$ cat src/rtl/pe_mem_req_arbiter_if.sv
// Request/response and memory-port bundle for the PE local-memory arbiter.
// The arbiter takes the slave view; the requesters and memory take the master view.
interface pe_mem_req_arbiter_if #(
  parameter int ADDR_W = 24,
  parameter int DATA_W = 64
);
  logic              dma_req_valid;
  logic              dma_req_ready;
  logic              dma_req_wr;
  logic              dma_req_last;
  logic [ADDR_W-1:0] dma_req_addr;
  logic [DATA_W-1:0] dma_req_wdata;
  logic              dma_rsp_valid;
  logic [DATA_W-1:0] dma_rsp_data;

  logic              ls_req_valid;
  logic              ls_req_ready;
  logic              ls_req_wr;
  logic [ADDR_W-1:0] ls_req_addr;
  logic [DATA_W-1:0] ls_req_wdata;
  logic              ls_rsp_valid;
  logic [DATA_W-1:0] ls_rsp_data;

  logic              mem_cs;
  logic              mem_we;
  logic [ADDR_W-1:0] mem_addr;
  logic [DATA_W-1:0] mem_wdata;
  logic [DATA_W-1:0] mem_rdata;

  modport slave (
    input  dma_req_valid, dma_req_wr, dma_req_last, dma_req_addr, dma_req_wdata,
    input  ls_req_valid, ls_req_wr, ls_req_addr, ls_req_wdata,
    input  mem_rdata,
    output dma_req_ready, dma_rsp_valid, dma_rsp_data,
    output ls_req_ready, ls_rsp_valid, ls_rsp_data,
    output mem_cs, mem_we, mem_addr, mem_wdata
  );

  modport master (
    output dma_req_valid, dma_req_wr, dma_req_last, dma_req_addr, dma_req_wdata,
    output ls_req_valid, ls_req_wr, ls_req_addr, ls_req_wdata,
    output mem_rdata,
    input  dma_req_ready, dma_rsp_valid, dma_rsp_data,
    input  ls_req_ready, ls_rsp_valid, ls_rsp_data,
    input  mem_cs, mem_we, mem_addr, mem_wdata
  );
endinterface

$ cat src/rtl/pe_mem_req_arbiter.sv
// Arbitrates a PE's single-port local memory between DMA and load/store, with
// bounded DMA burst locking and a latency-matched read-owner pipeline.
module pe_mem_req_arbiter #(
  parameter int ADDR_W    = 24,
  parameter int DATA_W    = 64,
  parameter int RD_LAT    = 2,
  parameter int MAX_BURST = 16
) (
  input logic                 clk,
  input logic                 reset_poweron,
  pe_mem_req_arbiter_if.slave bus
);
  localparam int CNT_W = $clog2(MAX_BURST) + 1;
  localparam logic [CNT_W-1:0] CNT_MAX = CNT_W'(MAX_BURST);

  typedef enum logic {IDLE, DMA_LOCK} state_t;

  state_t           state, state_nxt;
  logic             last_grant, last_grant_nxt;
  logic [CNT_W-1:0] burst_cnt, burst_cnt_nxt;
  logic             dma_grant, ls_grant;
  logic             ls_break;

  logic              cs_q, we_q, owner_q;
  logic [ADDR_W-1:0] addr_q;
  logic [DATA_W-1:0] wdata_q;
  logic [RD_LAT-1:0] pipe_valid, pipe_owner;
  logic              tail_dma, tail_ls;

  // last_grant: 0 = DMA won last, 1 = LS won last
  always_ff @(posedge clk) begin
    if (reset_poweron) begin
      state      <= IDLE;
      last_grant <= 1'b1;
      burst_cnt  <= '0;
    end else begin
      state      <= state_nxt;
      last_grant <= last_grant_nxt;
      burst_cnt  <= burst_cnt_nxt;
    end
  end

  assign ls_break = bus.ls_req_valid && (burst_cnt == CNT_MAX);

  always_comb begin
    state_nxt      = state;
    last_grant_nxt = last_grant;
    burst_cnt_nxt  = burst_cnt;
    dma_grant      = 1'b0;
    ls_grant       = 1'b0;
    if (!reset_poweron) begin
      case (state)
        IDLE: begin
          if (bus.dma_req_valid && (!bus.ls_req_valid || last_grant))
            dma_grant = 1'b1;
          else if (bus.ls_req_valid)
            ls_grant = 1'b1;
          if (dma_grant) begin
            last_grant_nxt = 1'b0;
            if (!bus.dma_req_last) begin
              state_nxt     = DMA_LOCK;
              burst_cnt_nxt = CNT_W'(1);
            end
          end else if (ls_grant) begin
            last_grant_nxt = 1'b1;
          end
        end
        DMA_LOCK: begin
          // A last beat still goes through on the cycle a starving LS would force a break.
          if (bus.dma_req_valid && (bus.dma_req_last || !ls_break)) begin
            dma_grant      = 1'b1;
            last_grant_nxt = 1'b0;
            if (burst_cnt != CNT_MAX)
              burst_cnt_nxt = burst_cnt + 1'b1;
            if (bus.dma_req_last) begin
              state_nxt     = IDLE;
              burst_cnt_nxt = '0;
            end
          end else if (ls_break) begin
            state_nxt      = IDLE;
            last_grant_nxt = 1'b0;
            burst_cnt_nxt  = '0;
          end
        end
        default: state_nxt = IDLE;
      endcase
    end
  end

  assign bus.dma_req_ready = dma_grant;
  assign bus.ls_req_ready  = ls_grant;

  always_ff @(posedge clk) begin
    if (reset_poweron) begin
      cs_q    <= 1'b0;
      we_q    <= 1'b0;
      owner_q <= 1'b0;
      addr_q  <= '0;
      wdata_q <= '0;
    end else begin
      cs_q    <= dma_grant || ls_grant;
      we_q    <= dma_grant ? bus.dma_req_wr : (ls_grant && bus.ls_req_wr);
      owner_q <= ls_grant;
      if (dma_grant) begin
        addr_q  <= bus.dma_req_addr;
        wdata_q <= bus.dma_req_wdata;
      end else if (ls_grant) begin
        addr_q  <= bus.ls_req_addr;
        wdata_q <= bus.ls_req_wdata;
      end
    end
  end

  assign bus.mem_cs    = cs_q;
  assign bus.mem_we    = we_q;
  assign bus.mem_addr  = addr_q;
  assign bus.mem_wdata = wdata_q;

  // Loaded while the read command is on the port, so the tail lines up with mem_rdata.
  always_ff @(posedge clk) begin
    if (reset_poweron) begin
      pipe_valid <= '0;
      pipe_owner <= '0;
    end else begin
      pipe_valid[0] <= cs_q && !we_q;
      pipe_owner[0] <= owner_q;
      for (int i = 1; i < RD_LAT; i++) begin
        pipe_valid[i] <= pipe_valid[i-1];
        pipe_owner[i] <= pipe_owner[i-1];
      end
    end
  end

  assign tail_dma = pipe_valid[RD_LAT-1] && !pipe_owner[RD_LAT-1];
  assign tail_ls  = pipe_valid[RD_LAT-1] &&  pipe_owner[RD_LAT-1];

  assign bus.dma_rsp_valid = tail_dma;
  assign bus.dma_rsp_data  = tail_dma ? bus.mem_rdata : '0;
  assign bus.ls_rsp_valid  = tail_ls;
  assign bus.ls_rsp_data   = tail_ls ? bus.mem_rdata : '0;
endmodule

$ cat src/flat_wrapper.sv
// flat-port wrapper written by rule: the top's interface ports become plain ports
module pe_mem_req_arbiter_flat 
#(
  parameter int ADDR_W    = 24,
  parameter int DATA_W    = 64,
  parameter int RD_LAT    = 2,
  parameter int MAX_BURST = 16
)
  (clk, reset_poweron, bus_dma_req_valid, bus_dma_req_wr, bus_dma_req_last, bus_dma_req_addr, bus_dma_req_wdata, bus_ls_req_valid, bus_ls_req_wr, bus_ls_req_addr, bus_ls_req_wdata, bus_mem_rdata, bus_dma_req_ready, bus_dma_rsp_valid, bus_dma_rsp_data, bus_ls_req_ready, bus_ls_rsp_valid, bus_ls_rsp_data, bus_mem_cs, bus_mem_we, bus_mem_addr, bus_mem_wdata);
  pe_mem_req_arbiter_if #(.ADDR_W(ADDR_W), .DATA_W(DATA_W)) bus_i ();
  input logic clk;
  input logic reset_poweron;
  input wire logic [$bits(bus_i.dma_req_valid)-1:0] bus_dma_req_valid;
  input wire logic [$bits(bus_i.dma_req_wr)-1:0] bus_dma_req_wr;
  input wire logic [$bits(bus_i.dma_req_last)-1:0] bus_dma_req_last;
  input wire logic [$bits(bus_i.dma_req_addr)-1:0] bus_dma_req_addr;
  input wire logic [$bits(bus_i.dma_req_wdata)-1:0] bus_dma_req_wdata;
  input wire logic [$bits(bus_i.ls_req_valid)-1:0] bus_ls_req_valid;
  input wire logic [$bits(bus_i.ls_req_wr)-1:0] bus_ls_req_wr;
  input wire logic [$bits(bus_i.ls_req_addr)-1:0] bus_ls_req_addr;
  input wire logic [$bits(bus_i.ls_req_wdata)-1:0] bus_ls_req_wdata;
  input wire logic [$bits(bus_i.mem_rdata)-1:0] bus_mem_rdata;
  output wire logic [$bits(bus_i.dma_req_ready)-1:0] bus_dma_req_ready;
  output wire logic [$bits(bus_i.dma_rsp_valid)-1:0] bus_dma_rsp_valid;
  output wire logic [$bits(bus_i.dma_rsp_data)-1:0] bus_dma_rsp_data;
  output wire logic [$bits(bus_i.ls_req_ready)-1:0] bus_ls_req_ready;
  output wire logic [$bits(bus_i.ls_rsp_valid)-1:0] bus_ls_rsp_valid;
  output wire logic [$bits(bus_i.ls_rsp_data)-1:0] bus_ls_rsp_data;
  output wire logic [$bits(bus_i.mem_cs)-1:0] bus_mem_cs;
  output wire logic [$bits(bus_i.mem_we)-1:0] bus_mem_we;
  output wire logic [$bits(bus_i.mem_addr)-1:0] bus_mem_addr;
  output wire logic [$bits(bus_i.mem_wdata)-1:0] bus_mem_wdata;
  assign bus_i.dma_req_valid = bus_dma_req_valid;
  assign bus_i.dma_req_wr = bus_dma_req_wr;
  assign bus_i.dma_req_last = bus_dma_req_last;
  assign bus_i.dma_req_addr = bus_dma_req_addr;
  assign bus_i.dma_req_wdata = bus_dma_req_wdata;
  assign bus_i.ls_req_valid = bus_ls_req_valid;
  assign bus_i.ls_req_wr = bus_ls_req_wr;
  assign bus_i.ls_req_addr = bus_ls_req_addr;
  assign bus_i.ls_req_wdata = bus_ls_req_wdata;
  assign bus_i.mem_rdata = bus_mem_rdata;
  assign bus_dma_req_ready = bus_i.dma_req_ready;
  assign bus_dma_rsp_valid = bus_i.dma_rsp_valid;
  assign bus_dma_rsp_data = bus_i.dma_rsp_data;
  assign bus_ls_req_ready = bus_i.ls_req_ready;
  assign bus_ls_rsp_valid = bus_i.ls_rsp_valid;
  assign bus_ls_rsp_data = bus_i.ls_rsp_data;
  assign bus_mem_cs = bus_i.mem_cs;
  assign bus_mem_we = bus_i.mem_we;
  assign bus_mem_addr = bus_i.mem_addr;
  assign bus_mem_wdata = bus_i.mem_wdata;
  pe_mem_req_arbiter #(.ADDR_W(ADDR_W), .DATA_W(DATA_W), .RD_LAT(RD_LAT), .MAX_BURST(MAX_BURST)) u_core (.clk(clk), .reset_poweron(reset_poweron), .bus(bus_i));
endmodule
$ cat config.mk
export PLATFORM = sky130hd
export DESIGN_NAME = pe_mem_req_arbiter_flat
export DESIGN_NICKNAME = d
export VERILOG_FILES = /design/src/rtl/pe_mem_req_arbiter_if.sv /design/src/rtl/pe_mem_req_arbiter.sv /design/src/flat_wrapper.sv
export SDC_FILE = /design/constraint.sdc
export NUM_CORES = 1
export LEC_CHECK = 0
export ABC_AREA = 1
export CELL_PAD_IN_SITES_DETAIL_PLACEMENT = 1
export CELL_PAD_IN_SITES_GLOBAL_PLACEMENT = 2
export CORE_MARGIN = 4
export CORE_UTILIZATION = 16
export CTS_CLUSTER_DIAMETER = 50
export CTS_CLUSTER_SIZE = 10
export DETAILED_ROUTE_END_ITERATION = 6
export PLACE_DENSITY = 0.84
export SKIP_CTS_REPAIR_TIMING = 1
export SLEW_MARGIN = 30
export SYNTH_ARGS = -nofsm -noshare
export SYNTH_HDL_FRONTEND = slang
export SYNTH_SLANG_ARGS = --single-unit
$ cat constraint.sdc
create_clock -name clk -period 3 [get_ports clk]
set_input_delay 0.6 -clock clk [delete_from_list [all_inputs] [get_ports clk]]
set_output_delay 0.6 -clock clk [all_outputs]
set_load 0.02 [all_outputs]
Word-level counts from Yosys, hierarchy flattened
Cells that the tools add are included.

storage, ports and cells
  input bits = 247
  output and inout port bits = 222
  register bits = 102

operators by class
  equality and inequality tests = 7
  add/subtract/negate cells = 1
  bitwise operators = 1
  reduce and logical (&&, ||, !) cells = 17
  multiplexer cells = 36

operators with widths
  kind                                           number
  two-way mux 64 bit                             4
  two-way mux 24 bit                             2
  two-way mux 5 bit                              6
  two-way mux 1 bit                              20
  one-hot mux 5 bit (2 select lines)             1
  logical AND 1 bit                              7
  one-hot mux 1 bit (2 select lines)             3
  adder 5 x 1 -> 5 bit, second input constant    1
  == test 5 bit, second input constant           1
  != test 5 bit, second input constant           1
  zero test 1 bit                                4
  != test 4 bit, second input constant           1
  AND reduction 4 bit                            1
  logical OR 1 bit                               3
  != test 3 x 1 -> 1 bit, second input constant  1
  != test 3 bit, second input constant           1
  != test 2 x 1 -> 1 bit, second input constant  1
  != test 2 bit, second input constant           1
  AND reduction 2 bit                            1
  nonzero test 2 bit                             1
  NOT 1 bit                                      1

Longest topological paths before layout
Gate-level depths: netlist of run 1.

  depth in word-level cells = 10
  gate-level depth with buffers = 13
  depth with buffers taken out = 12

Least setup slack after synthesis of run 1
OpenSTA, ideal clock, no wires.

  kind = input-to-output
  start point = in bus_ls_req_valid
  end point = out bus_dma_req_ready
  slack = 1.017 ns
  path buffers = 1
  data required time = 2.400 ns
  arrival = 1.383 ns
  stages = 8
  cell sequence = inv_2 o21ai_1 nor2_1 inv_1 nand2_4 nand2_4 buf_2 inv_1

on the way
  word-level cells in the longest chain between the ends = 8
  elaborated cells between the ends (all ways) = 13
  classes of those cells = mux: 6; reduce/logical: 7

RTL lines
  what                                    RTL line                  source
  from (decl)                             flat_wrapper.sv:18        input wire logic [$bits(bus_i.ls_req_valid)-1:0] bus_ls_req_valid;
  zero test 1 bit                         pe_mem_req_arbiter.sv:54  if (bus.dma_req_valid && (!bus.ls_req_valid || last_grant))
  logical OR 1 bit                        pe_mem_req_arbiter.sv:54
  logical AND 1 bit                       pe_mem_req_arbiter.sv:54
  two-way mux 1 bit                       pe_mem_req_arbiter.sv:54
  two-way mux 1 bit                       pe_mem_req_arbiter.sv:52  case (state)
  two-way mux 1 bit                       pe_mem_req_arbiter.sv:51  if (!reset_poweron) begin
  one-hot mux 1 bit (2 select lines) (*)  pe_mem_req_arbiter.sv:52
  two-way mux 1 bit (*)                   pe_mem_req_arbiter.sv:51
  to (decl)                               flat_wrapper.sv:23        output wire logic [$bits(bus_i.dma_req_ready)-1:0] bus_dma_req_ready;

Mark *: on every way between the ends. The rest lies on a longest branch, timed or not. The select of a mux whose other input is x is not followed.

Final worst setup path of run 1
  start point = in bus_dma_req_valid
  end point = out bus_ls_req_ready

on the way
  word-level cells in the longest chain between the ends = 6

RTL lines
  what               RTL line                  source
  from (decl)        flat_wrapper.sv:13        input wire logic [$bits(bus_i.dma_req_valid)-1:0] bus_dma_req_valid;
  logical AND 1 bit  pe_mem_req_arbiter.sv:54
  two-way mux 1 bit  pe_mem_req_arbiter.sv:54
  two-way mux 1 bit  pe_mem_req_arbiter.sv:52
  two-way mux 1 bit  pe_mem_req_arbiter.sv:51
  two-way mux 1 bit  pe_mem_req_arbiter.sv:52
  two-way mux 1 bit  pe_mem_req_arbiter.sv:51
  to (decl)          flat_wrapper.sv:26        output wire logic [$bits(bus_i.ls_req_ready)-1:0] bus_ls_req_ready;

Every way passes these cells. The select of a mux whose other input is x is not followed.

==> out/metrics.yaml, run 1 <==
power_and_ir_drop:
  power-per-cell-area_mw_per_mm2: 362
  p_int_mw: 2.79
  swShare_pct: 31.4
  combPwrFrac_pct: 31.4
  p_switching_mw: 1.27
  seq_power_share_pct: 37.4
  worst_ir_drop_vdd_mv: 0.209
  power_mw: 4.06
  leakagePower_nw: 4.75
  p_clk_share_pct: 31.2
cells_and_area:
  drive_gt1_share_pct: 2.93
  regArea_mm2: 0.00204
  fillerInstances: 4478
  multiInputGateArea_mm2: 0.00280
  layout.cells.non_filler: 1864
  nNetsFinal: 1641
  area_growth_pct: 93.5
timing:
  rsz0062_at_grt: "false"
  final_max_slew_viol_count: 0
  min_period_ps: 2670
  fin_skew_ps: 16.8
  worst_slew_margin_rel_pct: 50.4
  max_slew.worst_pin.slew_ps: 744
  finalSetupTns_ps: 0
  hold_viol_final: 0
  setup_viol: 0
  fin_crit_sh_pct: 89.1
  max_freq_ghz: 0.374
clock_tree:
  insertion_delay_ps: 360
  cts_tree: "built"
  clockBufferDepth: 2
  clock_sinks: 102
  cts_root_buffer: "clkbuf_16"
  cts_buffers: 9
  cts_max_level: 3
  clk_pin_slew_ps: 60
die:
  pin_count: 469
  design.die.area_mm2: 0.0394
  rows: 69
  core-area_mm2: 0.0357
  initial_core_util_pct: 16.3
  fp.dieH_um: 198
  dieWidth_um: 198
drt:
  dr.pass1.iters: 4
  ant_nets: 0
  drc: 0
  vias: 7663
  wl_per_cell_um: 17.1
  drt_iter0_markers: 129
  via_per_inst: 4.11
  wl_um: 31900
setup_path:
  crit_fanout: 6
  arrival_ps: 2070
  crit_type: "input port to primary output"
  cp_cell_sequence: "clkdlybuf4s50_1 -> buf_4 -> a21oi_1 -> nand2_2 -> nor2_4 -> buf_12"
  setup.worst_path.start_class: "input port"
  crit_required_ps: 2400
  cpMaxStageDelayCell: "clkdlybuf4s50_1"
  cp_slowest_stage_delay_ps: 440
  critical_path.endpoint_type: "primary output"
logic_synthesis:
  synth_cell_types: 28
  syn-cell-area_mm2: 0.00580
  syn-num-nets: 1218
  ys_ff_latch: 102
  syn_inst: 969
  ys_warn_count: 0
  avgSynthCellArea_um2: 5.98
  yosysSeqAreaShare_pct: 35.2
grt:
  grt_pass1_wl_um: 46000
  grt-ovfl-total: 0
  grt_max_degree: 90
  grt_pass1_vias: 7771
  grtUsageTotal_pct: 15.2
  antenna_found_initial: 8
run_status:
  outcome: "completed"
hold_path:
  holdCritPathClass: "flop to flop"
placement:
  place.gp.congestion: 0.792
  dp_cells: 1842
  hpwl_um: 25200
  port_buffers: 468
flow_run:
  max_cap_viol_count: 0
## synth_stat cells, drive strengths merged
| cell | instances | area (µm²) |
|---|---|---|
| clkinv | 1 | 3.75 |
| nand3 | 181 | 906 |
| dfxtp | 102 | 2040 |
| buf | 45 | 236 |
| xor2 | 1 | 8.76 |
| nor2 | 141 | 539 |
| ha | 2 | 25.0 |
| nor3 | 3 | 15.0 |
| a21oi | 93 | 465 |
| a21boi | 4 | 30.0 |
| clkbuf | 24 | 90.1 |
| nand2 | 195 | 749 |
| xnor2 | 1 | 8.76 |
| nand4 | 1 | 6.26 |
| a22o | 1 | 8.76 |
| inv | 168 | 633 |
| o21ai | 5 | 25.0 |
| a31oi | 1 | 6.26 |
## through the flow
step	setup slack (ps)	hold WS, ps	cell area (µm²)	utilization, %
4_1_cts	92.2	414	11200	31.4
5_1_grt	195	431	11200	31.5
6_report	328	408	11200	31.5
3_3_place_gp	77.0	395	10900	30.5
2_1_floorplan	1020	388	5800	-
3_5_place_dp	46.4	404	10900	30.5
## power by group through the flow
stage                     registers (mW)  logic (mW)  clock network [mW]
after CTS                           1.52        1.30                1.34
final                               1.52        1.28                1.27
after detailed placement            1.55        1.30                   0
after global routing                1.54        1.39                1.38
after floorplan                     1.66       0.447                   0
after global placement              1.55        1.29                   0
## state kept, by name, summed over array words and instances (netlist names)
register and flops:
u_core.state 1, u_core.bus.mem_cs 1, u_core.last_grant 1, u_core.burst_cnt 5, u_core.bus.mem_we 1, u_core.owner_q 1, u_core.pipe_owner 2, u_core.pipe_valid 2
u_core.bus.mem_wdata 64, u_core.bus.mem_addr 24
## per-layer routing
layer / GRT usage [%] / wire [µm]
met1: 16.7 / 12100
met5: 0 / 13
met2: 26.8 / 16000
met3: 4.81 / 2810
met4: 6.43 / 1080
## worst paths after layout
| kind | slack, ps | depth (start not counted) | to | from |
|---|---|---|---|---|
| max reg2reg | 730 | 12 | u_core.bus.mem_addr[4]$_SDFFE_PP0P_ | u_core.burst_cnt[0]$_SDFFE_PP0P_ |
| max | 330 | 6 | bus_ls_req_ready | bus_dma_req_valid |
| min reg2reg | 410 | 2 | u_core.pipe_owner[0]$_SDFF_PP0_ | u_core.owner_q$_SDFF_PP0_ |
| min | 410 | 2 | u_core.pipe_owner[0]$_SDFF_PP0_ | u_core.owner_q$_SDFF_PP0_ |
## cell families (layout without fill, tap and decap cells)
group	count (synthesis)	count (layout)	share of synthesized area, %
fa+ha+maj	2	2	0.431
buf+inv	238	666	16.6
other cells	0	6	0
simple gates	521	521	38.2
flops	102	102	35.2
compound gates	104	104	9.23
xor+xnor	2	2	0.302
## worst max-delay path: cells and delay by family
family          cells  cell delay (ps)
buf+inv             3              780
simple gates        2              490
compound gates      1              190
## area by class of cell
cell class	instances	area share [%]
clock inverters	5	0.558
repair buffers	481	43.1
flip-flops and latches	102	18.2
inverters	169	5.71
well taps	461	5.14
diodes	6	0.134
multi-input cells	629	24.9
clock buffers	11	2.25
## placed cells by master, fill, tap and decap left out, types with 2 or more instances in the layout
cell	netlist	routed
clkdlybuf4s50_1	0	465
nand2_1	192	191
nand3_1	181	181
inv_1	164	164
nor2_1	139	139
dfxtp_1	102	102
a21oi_1	93	93
buf_4	1	10
clkbuf_16	0	9
diode_2	0	6
a21boi_0	4	4
o21ai_0	4	4
buf_12	0	4
inv_6	0	3
nor3_1	3	3
inv_2	3	2
nand2_2	1	2
nand2_4	2	2
ha_1	2	2
clkinvlp_4	0	2
clkbuf_8	0	2
Power figures use the tool's default switching activity.
==> run 2: changes to the inputs <==
--- a/config.mk
+++ b/config.mk
@@ -8,7 +8,7 @@
 export ABC_AREA = 1
 export CELL_PAD_IN_SITES_DETAIL_PLACEMENT = 1
 export CELL_PAD_IN_SITES_GLOBAL_PLACEMENT = 2
-export CORE_MARGIN = 4
+export CORE_MARGIN = 2
 export CORE_UTILIZATION = 16
 export CTS_CLUSTER_DIAMETER = 50
 export CTS_CLUSTER_SIZE = 10
==> out/metrics.yaml, run 2 (synthesis results as in run 1) <==
run_status:
  outcome: "finished with violations"  # was completed
  violations: "design-rule violations"
drt:
  drt_iter0_markers: 260  # was 129
  dr.pass1.iters: 7  # was 4
  met3WireLength_um: 2280  # was 2810 µm
  wl_um: 31400  # was 31900 µm
  via_per_inst: 4.08  # was 4.11
  drt-met1-wl_um: 12300  # was 12100 µm
  ant_nets: 0  # unchanged
  top_layer: "met4"  # was met5
  drc: 72  # was 0
  wl_per_cell_um: 16.8  # was 17.1 µm
  dr_wl_met2_um: 16400  # was 16000 µm
  vias: 7617  # was 7663
cells_and_area:
  regArea_mm2: 0.00204  # unchanged
  area_growth_pct: 93.5  # about the same
  post-route-util_pct: 31.5  # about the same
  fillerInstances: 4490  # was 4478
  nNetsFinal: 1645  # was 1641
  final_cell_mix: "clkdlybuf4s50_1 (466), nand2_1 (191), nand3_1 (181)"  # was clkdlybuf4s50_1 (465), nand2_1 (191), nand3_1 (181)
  largest_register_ffs: 64  # unchanged
  multiInputGateArea_mm2: 0.00280  # unchanged
  drive_gt1_share_pct: 3.14  # was 2.93%
  layout.cells.most_common: "clkdlybuf4s50_1"  # unchanged
grt:
  antenna_found_initial: 7  # was 8
  grtUsageTotal_pct: 16.0  # was 15.2%
  grt_max_degree: 90  # unchanged
  grt_pass1_vias: 7796  # was 7771
  grt_pass1_wl_um: 46200  # was 46000 µm
  grt-ovfl-total: 0  # unchanged
timing:
  rsz0062_at_grt: "false"  # unchanged
  max_freq_ghz: 0.347  # was 0.374 GHz
  fin_skew_ps: 11.5  # was 16.8 ps
  setup_ws_ps: 117  # was 328 ps
  max_slew.worst_pin.slew_ps: 646  # was 744 ps
  fin_crit_sh_pct: 96.1  # was 89.1%
  min_period_ps: 2880  # was 2670 ps
  finalSetupTns_ps: 0  # unchanged
  worst_slew_margin_rel_pct: 56.9  # was 50.4%
  hold_viol_final: 0  # unchanged
  setup_viol: 0  # unchanged
  holdWs_ps: 404  # was 408 ps
  final_max_slew_viol_count: 0  # unchanged
setup_path:
  rrSetupSlack_ps: 900  # was 730 ps
  cpMaxStageDelayCell: "clkdlybuf4s50_1"  # unchanged
  cp_slowest_stage_delay_ps: 600  # was 440 ps
  crit_required_ps: 2400  # about the same
  arrival_ps: 2280  # was 2070 ps
  crit_type: "input port to primary output"  # unchanged
  crit_fanout: 3  # was 6
  setup.worst_path.start_class: "input port"  # unchanged
  critical_path.endpoint_type: "primary output"  # unchanged
  cp_cell_sequence: "clkdlybuf4s50_1 -> inv_2 -> o21ai_1 -> nor2_1 -> inv_1 -> nand2_4 -> nand2_4 -> inv_1 -> clkdlybuf4s50_1"  # was clkdlybuf4s50_1 -> buf_4 -> a21oi_1 -> nand2_2 -> nor2_4 -> buf_12
placement:
  place.gp.congestion: 0.893  # was 0.792
  port_buffers: 468  # unchanged
  hpwl_um: 24300  # was 25200 µm
  dp_slack_ps: 114  # was 46.4 ps
power_and_ir_drop:
  power_mw: 4.03  # was 4.06 mW
  power-per-cell-area_mw_per_mm2: 359  # was 362 mW/mm²
  leakagePower_nw: 4.75  # about the same
  worst_ir_drop_vdd_mv: 0.227  # was 0.209 mV
die:
  dieWidth_um: 194  # was 198 µm
  pin_count: 469  # unchanged
  initial_core_util_pct: 16.3  # unchanged
  fp.dieH_um: 194  # was 198 µm
  rows: 69  # unchanged
  core-area_mm2: 0.0357  # unchanged
  design.die.area_mm2: 0.0378  # was 0.0394 mm²
clock_tree:
  clk_pin_slew_ps: 70  # was 60 ps
  cts_max_level: 3  # unchanged
  cts_buffers: 9  # unchanged
  cts_tree: "built"  # unchanged
  clockBufferDepth: 2  # unchanged
  cts_root_buffer: "clkbuf_16"  # unchanged
  clock_sinks: 102  # unchanged
  insertion_delay_ps: 360  # about the same
flow_run:
  max_cap_viol_count: 0  # unchanged
hold_path:
  holdCritPathClass: "flop to flop"  # unchanged
==> run 2: metal layers <==
layer | up-vias | GRT usage [%]
met3 | 27 | 4.34
met2 | 291 | 30.5
met5 | - | 0
li1 | 3847 | -
met1 | 3452 | 17.1
met4 | 0 | 4.79
==> run 2: path summary, 6_finish.rpt <==
path | from | to | cells after the start
worst min-delay path | u_core.pipe_owner[0]$_SDFF_PP0_ | u_core.pipe_owner[1]$_SDFF_PP0_ | 2
worst max register to register | u_core.burst_cnt[0]$_SDFFE_PP0P_ | u_core.bus.mem_wdata[45]$_SDFFE_PP0P_ | 12
worst min register to register | u_core.pipe_owner[0]$_SDFF_PP0_ | u_core.pipe_owner[1]$_SDFF_PP0_ | 2
worst max-delay path | bus_ls_req_valid | bus_dma_req_ready | 9
==> run 2: per-stage QoR <==
step                      instances  cell area (µm²)
final                          1868            11200
after global routing           1867            11200
after CTS                      1862            11200
after detailed placement       1846            10900
after global placement         1846            10900
after floorplan                 969             5800
==> run 2: cell type report <==
type / count / share of cell area (%)
Multi-Input combinational cell: 629 / 24.9
Sequential cell: 102 / 18.2
Timing Repair Buffer: 485 / 43.3
Clock inverter: 6 / 0.613
Tap cell: 461 / 5.14
Inverter: 169 / 5.69
Antenna cell: 6 / 0.134
Clock buffer: 10 / 2.04
==> run 2: critical path, delay by kind of cell <==
family	cells	cell delay, ps
AOI/OAI and AO/OA	1	70
and+or+nand+nor	3	270
buffers and inverters	5	1340
==> run 2: power by group <==
part	switching [mW]	total [mW]	internal (mW)
clock network	0.569	1.22	0.655
logic	0.653	1.29	0.633
registers	0.0592	1.52	1.46
==> patch 1: new RTL, flow settings as in run 2 <==
Make the reset (`reset_poweron`) asynchronous in 3 clocked blocks.
--- a/src/rtl/pe_mem_req_arbiter.sv
+++ b/src/rtl/pe_mem_req_arbiter.sv
@@ -30,3 +30,3 @@
   // last_grant: 0 = DMA won last, 1 = LS won last
-  always_ff @(posedge clk) begin
+  always_ff @(posedge clk or posedge reset_poweron) begin
     if (reset_poweron) begin
@@ -92,3 +92,3 @@
 
-  always_ff @(posedge clk) begin
+  always_ff @(posedge clk or posedge reset_poweron) begin
     if (reset_poweron) begin
@@ -119,3 +119,3 @@
   // Loaded while the read command is on the port, so the tail lines up with mem_rdata.
-  always_ff @(posedge clk) begin
+  always_ff @(posedge clk or posedge reset_poweron) begin
     if (reset_poweron) begin
Function: differs if reset_poweron is asserted again (counterexample within 4 cycles, from zero or initial values and one cycle with reset_poweron high); with reset_poweron held inactive, the same outputs for 4 cycles.
==> patch 1 against run 2 <==
- clock skew decreased by 0.0036 ns
- via count fell by 0.20%
- sequential cell count unchanged
- highest routed layer is now met5
- area after synthesis increased by 13%
- wire length stayed put
- die area grew 12%
- critical endpoint is now bus_ls_req_ready
- design area rose by 6.3%
- global-route usage shrank 1.8 points
- utilization shrank 2.1 points
- worst setup slack worse by 0.046 ns
Power is not compared: it rests on default switching activity, and its combinational part moved more than twofold at a synthesized area within 25%.
==> patch 1: results (changes against run 2) <==
stage	metric	value	unit	change
placement	place_congestion	0.8033		was 0.8925
setup_path	cpPeakStageDelay	0.63	ns	was 0.60 ns
setup_path	cp_max_fo	2		was 3
logic_synthesis	synthDistinctLibCells	27		was 28
clock_network	clk_path_buf_depth	2		unchanged
clock_network	root_buffer	clkbuf_16		unchanged
finish	largest_reg_flops	64		unchanged
finish	area_growth	82.61	%	was 93.53%
run_status	status	completed		was complete, but fails checks
worst_hold_path	hold_path.class	reg2reg		unchanged
logic_synthesis	synth-main-ff-cell	dfrtp_1		was dfxtp_1
grt	antenna_found_initial	5		was 7
placement	dpl_cell_area	11640	sq um	was 10910 sq um
timing	clock_skew	0.007837	ns	was 0.01148 ns
grt	use_met1	14.95	%	was 17.05%
logic_synthesis	syn-num-nets	1206		was 1218
grt	grt_pass1_vias	7793		was 7796
logic_synthesis	yosys-top-cells-count	nand2_1 (198), nand3_1 (183), inv_1 (164)		was nand2_1 (192), nand3_1 (181), inv_1 (164)
grt	met2_usage	26.94	%	was 30.46%
finish	nets	1638		was 1645
grt	grt_pass1_wl	45980	um	was 46190 um
placement	dp_hpwl	24860	um	was 24330 um
timing	slew_headroom	51.30	%	was 56.92%
routing	drt-met1-wl	11790	um	was 12250 um
routing	wl_met3	2671	um	was 2280 um
routing	dr.max_layer_used	met5		was met4
setup_path	arrival	2.33	ns	was 2.28 ns
logic_synthesis	async_flop_share	100.0	%	was 0%
routing	wl_met2	16500	um	was 16380 um
grt	grt_max_degree	105		was 90
finish	drive_gt1_share	9.397	%	was 3.141%
logic_synthesis	yosysSeqAreaShare	39.09	%	was 35.21%
routing	viasPerCell	3.943		was 4.078
finish	fin_cells	1928		was 1868
grt	grt.total_usage	14.20	%	was 15.97%
placement	place_ws	0.05577	ns	was 0.1136 ns
clock_network	cts_max_level	3		unchanged
setup_path	slowest_stage	clkdlybuf4s50_1		unchanged
pwr	pg_seq	2.36	mW	
finish	fill_cells	4987		was 4490
grt	grt_use_met3	4.415	%	was 4.338%
logic_synthesis	yosys-top-cells-area	dfrtp_1 (39%), nand3_1 (14%), nand2_1 (11%), inv_1 (9.4%), nand2_2 (8.6%)		was dfxtp_1 (35%), nand3_1 (16%), nand2_1 (12%), inv_1 (11%), nor2_1 (9.0%)
logic_synthesis	ys_warn_count	0		unchanged
clock_network	clk_pin_slew	0.07	ns	about the same
routing	drtIter0Drc	282		was 260
routing	routedWlPerCell	16.31	um	was 16.83 um
routing	first_pass_iters	4		was 7
logic_synthesis	netlist_instances	957		was 969
==> patch 1: changes by cell type in the layout (fill, tap and decap cells not counted), moves of 4 or more <==
cell,before,now
a21oi_1,93,0
buf_4,15,6
nand2_1,191,197
dfrtp_1,0,101
a21boi_0,4,0
diode_2,6,2
dfxtp_1,102,0
nand2_2,2,89
==> patch 1: layout make-up <==
cell class                      instances  share of cell area [%]
Clock buffer                            9                   1.888
Clock inverter                          7                  0.4196
Multi-Input combinational cell        626                   24.42
Inverter                              169                   5.496
Tap cell                              532                   5.580
Antenna cell                            2                 0.04196
Timing Repair Buffer                  481                   40.75
Sequential cell                       102                   21.41
==> patch 1: final timing paths <==
| path | endpoint | cells after the start | slack (ns) | startpoint |
|---|---|---|---|---|
| min reg2reg | u_core.pipe_owner[1]$_DFF_PP0_ | 0 | 0.35 | u_core.pipe_owner[0]$_DFF_PP0_ |
| max reg2reg | u_core.bus.mem_wdata[6]$_DFFE_PP0P_ | 8 | 0.72 | u_core.last_grant$_DFFE_PP1P_ |
| min in group asynchronous | u_core.bus.mem_wdata[40]$_DFFE_PP0P_ | 3 | 0.95 | reset_poweron |
| max | bus_ls_req_ready | 6 | 0.07 | bus_ls_req_valid |
| max in group asynchronous | u_core.bus.mem_wdata[11]$_DFFE_PP0P_ | 3 | 1.55 | reset_poweron |
| min | u_core.pipe_owner[1]$_DFF_PP0_ | 0 | 0.35 | u_core.pipe_owner[0]$_DFF_PP0_ |
==> patch 1: logic make-up after synthesis <==
logic type | share of synthesized area, %
AO/OA/AOI/OAI | 0.6896
XOR/XNOR | 0.4023
buffers and inverters | 16.62
AND/OR/NAND/NOR | 42.81
flip-flops | 39.09
adder cells (fa/ha/maj) | 0.3830
==> patch 2: new RTL, config.mk and constraints of run 2 <==
Made on the original files. `RD_LAT` is set to 2 in 2 places; all go to 1.
--- a/src/rtl/pe_mem_req_arbiter.sv
+++ b/src/rtl/pe_mem_req_arbiter.sv
@@ -5,3 +5,3 @@
   parameter int DATA_W    = 64,
-  parameter int RD_LAT    = 2,
+  parameter int RD_LAT    = 1,
   parameter int MAX_BURST = 16
--- a/src/flat_wrapper.sv
+++ b/src/flat_wrapper.sv
@@ -5,3 +5,3 @@
   parameter int DATA_W    = 64,
-  parameter int RD_LAT    = 2,
+  parameter int RD_LAT    = 1,
   parameter int MAX_BURST = 16
Function: changed (a bounded check fails within 4 cycles, from zero or initial values and one cycle with reset_poweron high).
==> patch 2 against run 2 <==
- worst setup slack improved by 0.18 ns
- first-iteration DRC count decreased by 37%
- design area decreased by 0.30%
- critical path depth decreased by 3
- wire length decreased by 1.5%
- total power increased by 0.61%
- sequential cell count decreased by 2
- area after synthesis decreased by 1.4%
- global-route usage decreased by 0.42 points
- sequential power decreased by 3%
==> patch 2: results (changes against run 2) <==
stage	metric	value	unit	change
logic_synthesis	synth_xor_xnor_area_share	0.3065	%	was 0.3020%
setup_path	cpPeakStageDelay	0.67	ns	was 0.60 ns
placement	place_congestion	0.8462		was 0.8925
finish	num-nonclk-buffers	482		was 485
grt	met2_usage	29.79	%	was 30.46%
setup_path	cp_max_fo	46		was 3
grt	grt_max_degree	93		was 90
placement	dp_hpwl	23860	um	was 24330 um
worst_hold_path	hold_end	u_core.pipe_owner$_SDFF_PP0_		was u_core.pipe_owner[1]$_SDFF_PP0_
setup_path	reg2reg_to	u_core.bus.mem_addr[20]$_SDFFE_PP0P_		was u_core.bus.mem_wdata[45]$_SDFFE_PP0P_
finish	multi_input_area_share	24.92	%	about the same
placement	dpl.cell_count	1842		was 1846
grt	grt.total_usage	15.55	%	was 15.97%
finish	fill_cells	4443		was 4490
setup_path	ff2ff_path_depth	11		was 12
logic_synthesis	yosysSeqAreaShare	35.03	%	was 35.21%
finish	fin_cells	1861		was 1868
pwr	ir_drop	0.0002031	V	was 0.0002275 V
timing	worstMarginPinSlew	0.7596	ns	was 0.6462 ns
routing	wl_met2	16080	um	was 16380 um
setup_path	arrival	2.11	ns	was 2.28 ns
logic_synthesis	yosys-top-cells-area	dfxtp_1 (35%), nand3_1 (16%), nand2_1 (13%), inv_1 (11%), nor2_1 (9.2%)		was dfxtp_1 (35%), nand3_1 (16%), nand2_1 (12%), inv_1 (11%), nor2_1 (9.0%)
routing	drt-met1-wl	11260	um	was 12250 um
timing	clock_skew	0.01467	ns	was 0.01148 ns
finish	drive_gt1_share	3.078	%	was 3.141%
finish	antenna_cells	3		was 6
finish	nets	1641		was 1645
logic_synthesis	yosys_register_bits	100		was 102
grt	grt_pass1_wl	43870	um	was 46190 um
pwr	swShare	32.43	%	was 31.78%
logic_synthesis	synthAdderAreaFrac	0.4378	%	was 0.4315%
timing	hold_slack	0.3918	ns	was 0.4037 ns
logic_synthesis	synth-compound-area-share	8.822	%	was 9.234%
logic_synthesis	synth.cell_area	5715	sq um	was 5799 sq um
logic_synthesis	synthDistinctLibCells	24		was 28
logic_synthesis	syn_avg_cell_area	5.892	sq um	was 5.985 sq um
finish	layout.nonclk_buf_share	43.49	%	was 43.28%
routing	first_pass_iters	4		was 7
worst_hold_path	min_from	u_core.owner_q$_SDFF_PP0_		was u_core.pipe_owner[0]$_SDFF_PP0_
logic_synthesis	syn-num-nets	1219		was 1218
placement	dpl_cell_area	10870	sq um	was 10910 sq um
run_status	status	completed		was complete, but fails checks
patch 2: cell count changes after synthesis, moves of 2 or more:
cell and change:
a21boi_0 -4, a21oi_1 -2, buf_1 +7, buf_2 -6
buf_6 -4, clkbuf_1 +3, dfxtp_1 -2, inv_1 +2
nand2_1 +3, nand2_4 -2, nand3_1 +3
patch 2: how the worst max path moves through the flow:
stage | startpoint | endpoint | slack, ns | cells past startpoint
2_1_floorplan | bus_ls_req_valid | bus_dma_req_ready | 0.98 | 8
3_3_place_gp | bus_dma_req_last | bus_dma_req_ready | 0.09 | 8
3_5_place_dp | bus_ls_req_valid | bus_dma_req_ready | 0.06 | 9
4_1_cts | bus_dma_req_valid | bus_dma_req_ready | 0.05 | 8
5_1_grt | u_core.pipe_valid$_SDFF_PP0_ | bus_dma_rsp_data[63] | 0.13 | 6
6_report | u_core.pipe_valid$_SDFF_PP0_ | bus_dma_rsp_data[62] | 0.29 | 6
